`src/rtl/mfp_ahb_master.sv`:
```
// Single-outstanding AHB-lite master: command/response handshake -> SINGLE transfers.
// Latency: accept at N, address phase N+1, data phase N+2, rsp_valid N+3 (+1 per HREADY-low cycle).
// Backpressure: cmd_ready only in IDLE; HREADY stalls hold the bus. MFP_AHBM_ALIGN_CHECK_EN rejects misaligned commands locally.
module mfp_ahb_master #(
    parameter logic [3:0] HPROT_VAL  = 4'b0011,
    parameter int         WAIT_CNT_W = 8
) (
    input  logic                  HCLK,
    input  logic                  HRESET,
    input  logic                  cmd_valid,
    output logic                  cmd_ready,
    input  logic                  cmd_write,
    input  logic [31:0]           cmd_addr,
    input  logic [1:0]            cmd_size,
    input  logic [31:0]           cmd_wdata,
    output logic                  rsp_valid,
    output logic [31:0]           rsp_rdata,
    output logic                  rsp_err,
    output logic [WAIT_CNT_W-1:0] rsp_waits,
    output logic [31:0]           HADDR,
    output logic [1:0]            HTRANS,
    output logic                  HWRITE,
    output logic [2:0]            HSIZE,
    output logic [2:0]            HBURST,
    output logic [3:0]            HPROT,
    output logic                  HMASTLOCK,
    output logic [31:0]           HWDATA,
    input  logic [31:0]           HRDATA,
    input  logic                  HREADY,
    input  logic                  HRESP
);
    typedef enum logic [1:0] {ST_IDLE, ST_ADDR, ST_DATA} state_t;

    localparam logic [1:0]            TRANS_IDLE   = 2'b00;
    localparam logic [1:0]            TRANS_NONSEQ = 2'b10;
    localparam logic [WAIT_CNT_W-1:0] WAIT_MAX     = '1;
    localparam logic [WAIT_CNT_W-1:0] WAIT_ONE     = {{(WAIT_CNT_W-1){1'b0}}, 1'b1};

    state_t                state_q, state_d;
    logic                  cmd_ready_q, cmd_ready_d;
    logic [31:0]           haddr_q, haddr_d;
    logic [1:0]            htrans_q, htrans_d;
    logic                  hwrite_q, hwrite_d;
    logic [1:0]            hsize_q, hsize_d;
    logic [31:0]           wdata_q, wdata_d;
    logic [31:0]           hwdata_q, hwdata_d;
    logic                  rsp_valid_q, rsp_valid_d;
    logic                  rsp_err_q, rsp_err_d;
    logic [31:0]           rsp_rdata_q, rsp_rdata_d;
    logic [WAIT_CNT_W-1:0] wait_q, wait_d;

    logic                  accept;
    logic                  launch;
    logic [1:0]            size_n;
    logic [WAIT_CNT_W-1:0] wait_inc;

    function automatic logic [31:0] lane_replicate(input logic [31:0] d, input logic [1:0] sz);
        case (sz)
            2'd0:    return {4{d[7:0]}};
            2'd1:    return {2{d[15:0]}};
            default: return d;
        endcase
    endfunction

    function automatic logic [31:0] lane_extract(input logic [31:0] d, input logic [1:0] off,
                                                 input logic [1:0] sz);
        logic [31:0] sh;
        sh = d >> {off, 3'b000};
        case (sz)
            2'd0:    return {24'b0, sh[7:0]};
            2'd1:    return off[1] ? {16'b0, d[31:16]} : {16'b0, d[15:0]};
            default: return d;
        endcase
    endfunction

    // Reserved size 3 travels as a word everywhere, including HSIZE.
    assign size_n   = (cmd_size == 2'd3) ? 2'd2 : cmd_size;
    assign accept   = cmd_valid & cmd_ready_q & (state_q == ST_IDLE);
    assign wait_inc = (wait_q == WAIT_MAX) ? wait_q : wait_q + WAIT_ONE;

`ifdef MFP_AHBM_ALIGN_CHECK_EN
    logic misaligned;
    assign misaligned = ((size_n == 2'd1) && cmd_addr[0]) ||
                        ((size_n == 2'd2) && (cmd_addr[1:0] != 2'b00));
    assign launch     = accept & ~misaligned;
`else
    assign launch     = accept;
`endif

    always_comb begin
        state_d     = state_q;
        haddr_d     = haddr_q;
        htrans_d    = htrans_q;
        hwrite_d    = hwrite_q;
        hsize_d     = hsize_q;
        wdata_d     = wdata_q;
        hwdata_d    = hwdata_q;
        rsp_valid_d = 1'b0;
        rsp_err_d   = rsp_err_q;
        rsp_rdata_d = rsp_rdata_q;
        wait_d      = wait_q;
        case (state_q)
            ST_IDLE: begin
                if (accept) begin
                    wait_d = '0;
                    if (launch) begin
                        state_d  = ST_ADDR;
                        htrans_d = TRANS_NONSEQ;
                        haddr_d  = cmd_addr;
                        hwrite_d = cmd_write;
                        hsize_d  = size_n;
                        wdata_d  = lane_replicate(cmd_wdata, size_n);
                    end else begin
                        // Rejected locally: answer immediately without touching the bus.
                        rsp_valid_d = 1'b1;
                        rsp_err_d   = 1'b1;
                        rsp_rdata_d = '0;
                    end
                end
            end
            ST_ADDR: begin
                if (HREADY) begin
                    state_d  = ST_DATA;
                    htrans_d = TRANS_IDLE;
                    hwdata_d = wdata_q;
                end else begin
                    wait_d = wait_inc;
                end
            end
            ST_DATA: begin
                if (HREADY) begin
                    state_d     = ST_IDLE;
                    hwdata_d    = '0;
                    rsp_valid_d = 1'b1;
                    rsp_err_d   = HRESP;
                    rsp_rdata_d = (HRESP || hwrite_q) ? 32'd0
                                                      : lane_extract(HRDATA, haddr_q[1:0], hsize_q);
                end else begin
                    wait_d = wait_inc;
                end
            end
            default: state_d = ST_IDLE;
        endcase
        cmd_ready_d = (state_d == ST_IDLE);
    end

    always_ff @(posedge HCLK) begin
        if (HRESET) begin
            state_q     <= ST_IDLE;
            cmd_ready_q <= 1'b0;
            haddr_q     <= '0;
            htrans_q    <= TRANS_IDLE;
            hwrite_q    <= 1'b0;
            hsize_q     <= '0;
            wdata_q     <= '0;
            hwdata_q    <= '0;
            rsp_valid_q <= 1'b0;
            rsp_err_q   <= 1'b0;
            rsp_rdata_q <= '0;
            wait_q      <= '0;
        end else begin
            state_q     <= state_d;
            cmd_ready_q <= cmd_ready_d;
            haddr_q     <= haddr_d;
            htrans_q    <= htrans_d;
            hwrite_q    <= hwrite_d;
            hsize_q     <= hsize_d;
            wdata_q     <= wdata_d;
            hwdata_q    <= hwdata_d;
            rsp_valid_q <= rsp_valid_d;
            rsp_err_q   <= rsp_err_d;
            rsp_rdata_q <= rsp_rdata_d;
            wait_q      <= wait_d;
        end
    end

    assign cmd_ready = cmd_ready_q;
    assign rsp_valid = rsp_valid_q;
    assign rsp_rdata = rsp_rdata_q;
    assign rsp_err   = rsp_err_q;
    assign rsp_waits = wait_q;
    assign HADDR     = haddr_q;
    assign HTRANS    = htrans_q;
    assign HWRITE    = hwrite_q;
    assign HSIZE     = {1'b0, hsize_q};
    assign HBURST    = 3'b000;
    assign HPROT     = HPROT_VAL;
    assign HMASTLOCK = 1'b0;
    assign HWDATA    = hwdata_q;
endmodule
```
`config.mk`:
```
export PLATFORM = sky130hd
export DESIGN_NAME = mfp_ahb_master
export DESIGN_NICKNAME = d
export VERILOG_FILES = /design/src/rtl/mfp_ahb_master.sv
export SDC_FILE = /design/constraint.sdc
export NUM_CORES = 1
export LEC_CHECK = 0
export ABC_AREA = 1
export ABC_CLOCK_PERIOD_IN_PS = 1500
export BUFFER_PORTS_ARGS = -buffer_cell sky130_fd_sc_hd__buf_4
export CAP_MARGIN = 20
export CORE_ASPECT_RATIO = 1.2
export CORE_UTILIZATION = 44
export CTS_BUF_LIST = sky130_fd_sc_hd__clkbuf_4 sky130_fd_sc_hd__clkbuf_8 sky130_fd_sc_hd__clkbuf_16
export DETAILED_ROUTE_END_ITERATION = 8
export PLACE_DENSITY = 0.8
export SYNTH_ARGS = -nofsm -noshare
export SYNTH_HDL_FRONTEND = slang
export SYNTH_SLANG_ARGS = --single-unit
```
`constraint.sdc`:
```
create_clock -name HCLK -period 1.5 [get_ports HCLK]
set_input_delay 0.075 -clock HCLK [delete_from_list [all_inputs] [get_ports HCLK]]
set_output_delay 0.075 -clock HCLK [all_outputs]
set_load 0.03 [all_outputs]
```
==> flow_summary.yaml, run 1 <==
global_routing:
  track_usage: 0.292
  antenna_found_initial: 0
  grt_pass1_vias: 6762
  grt_pass1_wl_mm: 32.0
  grt_max_degree: 29
  grt_overflow_total: 0
placed_design:
  dp_hpwl_mm: 12.9
  port_buffers: 214
  gp_congestion: 0.854
  placed_cell_area_mm2: 0.00786
critical_path:
  crit_path_start_kind: "flip-flop"
  crit_type: "reg2reg"
  crit_arrival_ns: 1.88
  setup.worst_path.end_class: "flip-flop"
  path_max_fanout: 8
  required_ns: 1.84
floorplanning:
  die-height_um: 130
  core_area_mm2: 0.0133
  initial_core_util: 0.453
  design.portCount: 225
  dieArea_mm2: 0.0142
  row_count: 46
  dieWidth_um: 109
yosys:
  ys_seq_area_frac: 0.482
  synth_most_common_cell: "nand2_1"
  synth_enable_flop_cells: 0
  netlist.area_leader.share: 0.482
  syn_inst: 772
  synthTopCellsByArea: "dfxtp_1 (48%), nand2_1 (10%), o21ai_0 (7.4%)"
  ys_seq_elements: 145
  avgSynthCellArea_um2: 7.81
  synthFlopType: "dfxtp_1"
  syn_area_mm2: 0.00603
  yosys_warnings: 0
  ys_types: 36
  synth.largest_area_cell: "dfxtp_1"
  async_reset_ff_frac: 0
  synthTopCellsByCount: "nand2_1 (161), dfxtp_1 (145), nor2_1 (97), o21ai_0 (89), inv_1 (60)"
clock_tree:
  h-tree-depth: 4
  cts_tree: "built"
  root_buffer: "clkbuf_16"
  clk_pin_slew_ns: 0.07
  numCtsBuffers: 17
  clk_latency_ns: 0.42
  cts.path.max_buffers: 2
  clock_sinks: 145
power_and_ir_drop:
  p_leak_nw: 4.44
  cellPowerDensity_mw_per_mm2: 1190
  p_total_w: 0.0116
  ir_drop_mv: 0.672
sta:
  skew_ns: 0.0160
  finalCriticalPeriod_ns: 1.54
  hold_viol_final: 0
  slew_violations: 0
  grt_setup_unrepaired: "true"
  fin_ws_ns: -0.0361
  timing.fmax_mhz: 651
  finalCritPeriodShare: 1.02
  finalSetupViolations: 8
outcome:
  status: "complete, but fails checks"
  violations: "negative setup slack"
run:
  cap_violations: 0
routing:
  ant_nets: 0
  post-route-drc-count: 0
  via_count: 6779
  vias_per_cell: 5.30
  routedWlPerCell_um: 17.0
  drt_iter0_drc: 652
  routed_wl_mm: 21.7
  drt-pass1-iter-count: 6
layout:
  final_nets: 1205
  fill_cells: 913
  multi_input_area_mm2: 0.00273
  syn2layout_area_growth_pct: 61.8
  seqCellArea_mm2: 0.00291
  drive_gt1_frac: 0.323
  design_area_mm2: 0.00975
worst_hold_path:
  hold_path.class: "in2reg"
stage by stage:
stage	setup TNS [ns]	worst slack (ns)	cells	utilization	hold slack [ns]
after CTS	-0.0888	-0.0228	1271	0.713	0.00370
after global placement	-0.0946	-0.0243	1141	0.591	0.295
after detailed placement	-3.94	-0.0887	1141	0.591	0.302
final	-0.0971	-0.0361	1278	0.733	0.0107
after floorplan	0	0.0581	780	-	0.144
after global routing	-2.48	-0.107	1277	0.733	0.0250
report_power, final:
part	leakage (nW)	internal (W)	switching, W	total [W]
registers	1.18	0.00418	0.000203	0.00438
clock network	0.297	0.00274	0.00176	0.00449
logic	2.96	0.00115	0.00158	0.00274
total	4.44	0.00807	0.00354	0.0116
repair_timing:
item / in CTS / in global routing
setup endpoints to repair: 121 / 138
pin swaps: 2 / 12
gates cloned: 0 / 3
hold buffers: 94 / 0
buffers inserted: 4 / 3
endpoints found under the hold margin: 95 / 0
resized for setup: 8 / 61
worst max-delay path: stages, from the launching register on:
cell	delay [ns]
dfxtp_2	0.38
inv_4	0.06
ha_4	0.27
nor2_2	0.05
a21oi_4	0.24
nand3_4	0.19
nand2_1	0.10
nand2_1	0.05
nor2_1	0.11
sequential cells by signal, summed over array words and instances, names as in the netlist:
register,cells
rsp_rdata,32
HWDATA,32
HADDR,32
HTRANS,1
hsize_q,2
rsp_err,1
rsp_valid,1
wdata_q,32
HWRITE,1
rsp_waits,8
state_q,2
cmd_ready,1
cells in the final DEF (no fill, tap or decap), types with 3 or more instances in the layout:
cell,instances
buf_6,6
a21oi_2,4
a211oi_1,11
a211oi_2,5
o221a_2,15
o21ai_0,82
inv_2,5
nor2_1,95
o21ai_2,10
clkinv_4,3
dlygate4sd3_1,94
buf_12,7
clkbuf_16,19
inv_1,56
bufinv_16,3
nand2_1,154
nand2_2,9
a31oi_1,24
inv_4,4
nand3_4,3
clkinvlp_4,3
buf_4,238
nand4_1,3
a21oi_1,34
conb_1,10
o21ai_1,12
inv_6,4
a22oi_1,8
nand3_1,10
clkinv_1,4
dfxtp_1,141
o211ai_1,9
kinds of logic (layout without fill, tap and decap cells):
logic type	count (synthesis)	in the layout	synth area share
fa+ha+maj	5	5	0.0104
flops	145	145	0.482
compound gates	217	217	0.218
buf+inv	120	449	0.0986
simple gates	283	283	0.190
other cells	2	11	0.00125
path summary, 6_finish.rpt:
check                            startpoint      endpoint  slack, ns  cells after the start
worst max-delay path             state_q[0]  rsp_waits[0]      -0.04                      8
worst min-delay path              HRDATA[6]  rsp_rdata[6]       0.01                      5
worst max register to register   state_q[0]  rsp_waits[0]      -0.04                      8
worst min register to register  wdata_q[17]    HWDATA[17]       0.45                      2
final cells by class:
class	count	area share
sequential	145	0.299
timing repair buffer	348	0.308
inverter	69	0.0276
antenna	1	0.000257
clock buffer	19	0.0465
clock inverter	13	0.0178
tap	168	0.0216
multi-input combinational	515	0.280
layer usage:
layer / GRT usage / up-vias / share of wire
met5: 0 / - / 0
met4: 0.147 / 0 / 0.038
met3: 0.0774 / 82 / 0.081
met2: 0.537 / 356 / 0.51
met1: 0.304 / 3146 / 0.37
li1: - / 3195 / -
Note: power is estimated with default switching activity, not from simulation.
==> inputs of run 2 (changes only) <==
--- a/constraint.sdc
+++ b/constraint.sdc
@@ -3,2 +3,2 @@
 set_output_delay 0.075 -clock HCLK [all_outputs]
-set_load 0.03 [all_outputs]
+set_load 0.01 [all_outputs]
==> flow_summary.yaml, run 2 (same netlist as run 1, synthesis figures left out) <==
outcome:
  status: "complete, but fails checks"
  violations: "negative setup slack"
floorplanning:
  design.portCount: 225
  dieArea_mm2: 0.0142
  initial_core_util: 0.453
  row_count: 46
  core_area_mm2: 0.0133
  die-height_um: 130
  dieWidth_um: 109
placed_design:
  placed_cell_area_mm2: 0.00784
  gp_congestion: 0.876
  dp_slack_ns: -0.136
  port_buffers: 214
  numPlacedInstances: 1142
  dp_hpwl_mm: 13.3
layout:
  final_cell_mix: "buf_4 (237), nand2_1 (156), dfxtp_1 (144), nor2_1 (92), dlygate4sd3_1 (91)"
  fill_cells: 929
  drive_gt1_frac: 0.316
  final_nets: 1197
  mostFrequentLayoutCell: "buf_4"
  design_area_mm2: 0.00964
  syn2layout_area_growth_pct: 60.0
  fin_cells: 1270
  final_core_util: 0.725
clock_tree:
  cts_tree: "built"
  clk_pin_slew_ns: 0.07
  cts.path.max_buffers: 2
  clock_sinks: 145
  clk_latency_ns: 0.42
  h-tree-depth: 4
  numCtsBuffers: 17
  root_buffer: "clkbuf_16"
routing:
  via_count: 6868
  drt_iter0_drc: 504
  drt-pass1-iter-count: 5
  ant_nets: 0
  post-route-drc-count: 0
  vias_per_cell: 5.41
  routedWlPerCell_um: 17.4
  routed_wl_mm: 22.1
critical_path:
  path_buf_inv: 3
  cpMaxStageDelayCell: "dfxtp_4"
  critPathMaxStageDelay_ns: 0.39
  crit_chain: "inv_4, ha_4, nor2_2, a21oi_4, buf_4, nand4_1, nand2_1, inv_1, nor2_1"
  crit_arrival_ns: 1.87
  path_max_fanout: 6
  cp_top_family: "flip-flops"
  crit_type: "reg2reg"
  setup.worst_path.end_class: "flip-flop"
  crit_path_start_kind: "flip-flop"
  required_ns: 1.86
global_routing:
  grt_overflow_total: 0
  grt_pass1_wl_mm: 33.0
  antenna_found_initial: 0
  grt_pass1_vias: 6702
  track_usage: 0.303
  grt_max_degree: 35
sta:
  slew_headroom: 0.667
  slew_violations: 0
  grt_setup_unrepaired: "true"
  finalSetupViolations: 1
  timing.fmax_mhz: 661
  worst_pin_slew_ns: 0.497
  finalCriticalPeriod_ns: 1.51
  skew_ns: 0.00900
  fin_ws_ns: -0.0132
  finalCritPeriodShare: 1.01
  hold_viol_final: 0
power_and_ir_drop:
  cellPowerDensity_mw_per_mm2: 1190
  p_leak_nw: 4.40
  ir_drop_mv: 0.950
worst_hold_path:
  hold_path.class: "in2reg"
run:
  cap_violations: 0
run 2: changes by cell type in the layout (fill, tap and decap cells not counted), moves of 4 or more:
cell,change
a211oi_1,-4
a211oi_2,+4
nor2_2,+4
o21ai_0,-5
o21ai_1,+12
o21ai_2,-7
run 2: per-layer routing:
layer,vias up,part of all wire,track usage
li1,3182,-,-
met1,3208,0.38,0.326
met2,390,0.50,0.534
met3,88,0.086,0.0909
met4,0,0.041,0.158
met5,-,0,0
run 2: cell type report:
cell class,instances,area [um^2],share of cell area
flip-flops and latches,145,2910,0.301
diodes,1,2.50,0.000259
clock buffers,19,447,0.0463
clock inverters,13,206,0.0214
repair buffers,340,2880,0.299
inverters,69,272,0.0282
multi-input cells,515,2720,0.282
well taps,168,210,0.0218
run 2: per-stage QoR:
step                power [W]  hold slack [ns]  TNS (ns)
floorplan             0.00550            0.144         0
global placement      0.00635            0.295    -0.450
detailed placement    0.00639            0.305     -4.86
CTS                    0.0113          0.00235    -0.349
global route           0.0119          0.00158    -0.352
finish                 0.0115          0.00134   -0.0132
run 2: worst reg2reg max path, cell delays in order (launching register included):
cell and delay, ns:
dfxtp_4 0.39, inv_4 0.05, ha_4 0.27, nor2_2 0.05, a21oi_4 0.23, buf_4 0.16, nand4_1 0.12, nand2_1 0.09
inv_1 0.04, nor2_1 0.07
run 2: power by group:
part           total (W)  internal, W  switching [W]
logic            0.00240      0.00113        0.00128
registers        0.00438      0.00418       0.000202
clock network    0.00473      0.00302        0.00171
total             0.0115      0.00833        0.00319
run 2: final timing paths:
path,start,slack [ns],cells past startpoint,endpoint
worst min register to register,rsp_rdata[5],0.46,2,rsp_rdata[5]
worst max register to register,state_q[1],-0.01,9,rsp_waits[3]
worst max-delay path,state_q[1],-0.01,9,rsp_waits[3]
worst min-delay path,HRDATA[13],0.001,3,rsp_rdata[13]
run 2: what timing repair did:
item                                    in CTS  in global routing
hold endpoints to repair                    92                  0
hold buffers                                91                  0
pin swaps                                    2                  9
endpoints found under the setup margin     111                115
setup buffers                                3                  1
gates resized for setup                     10                 59
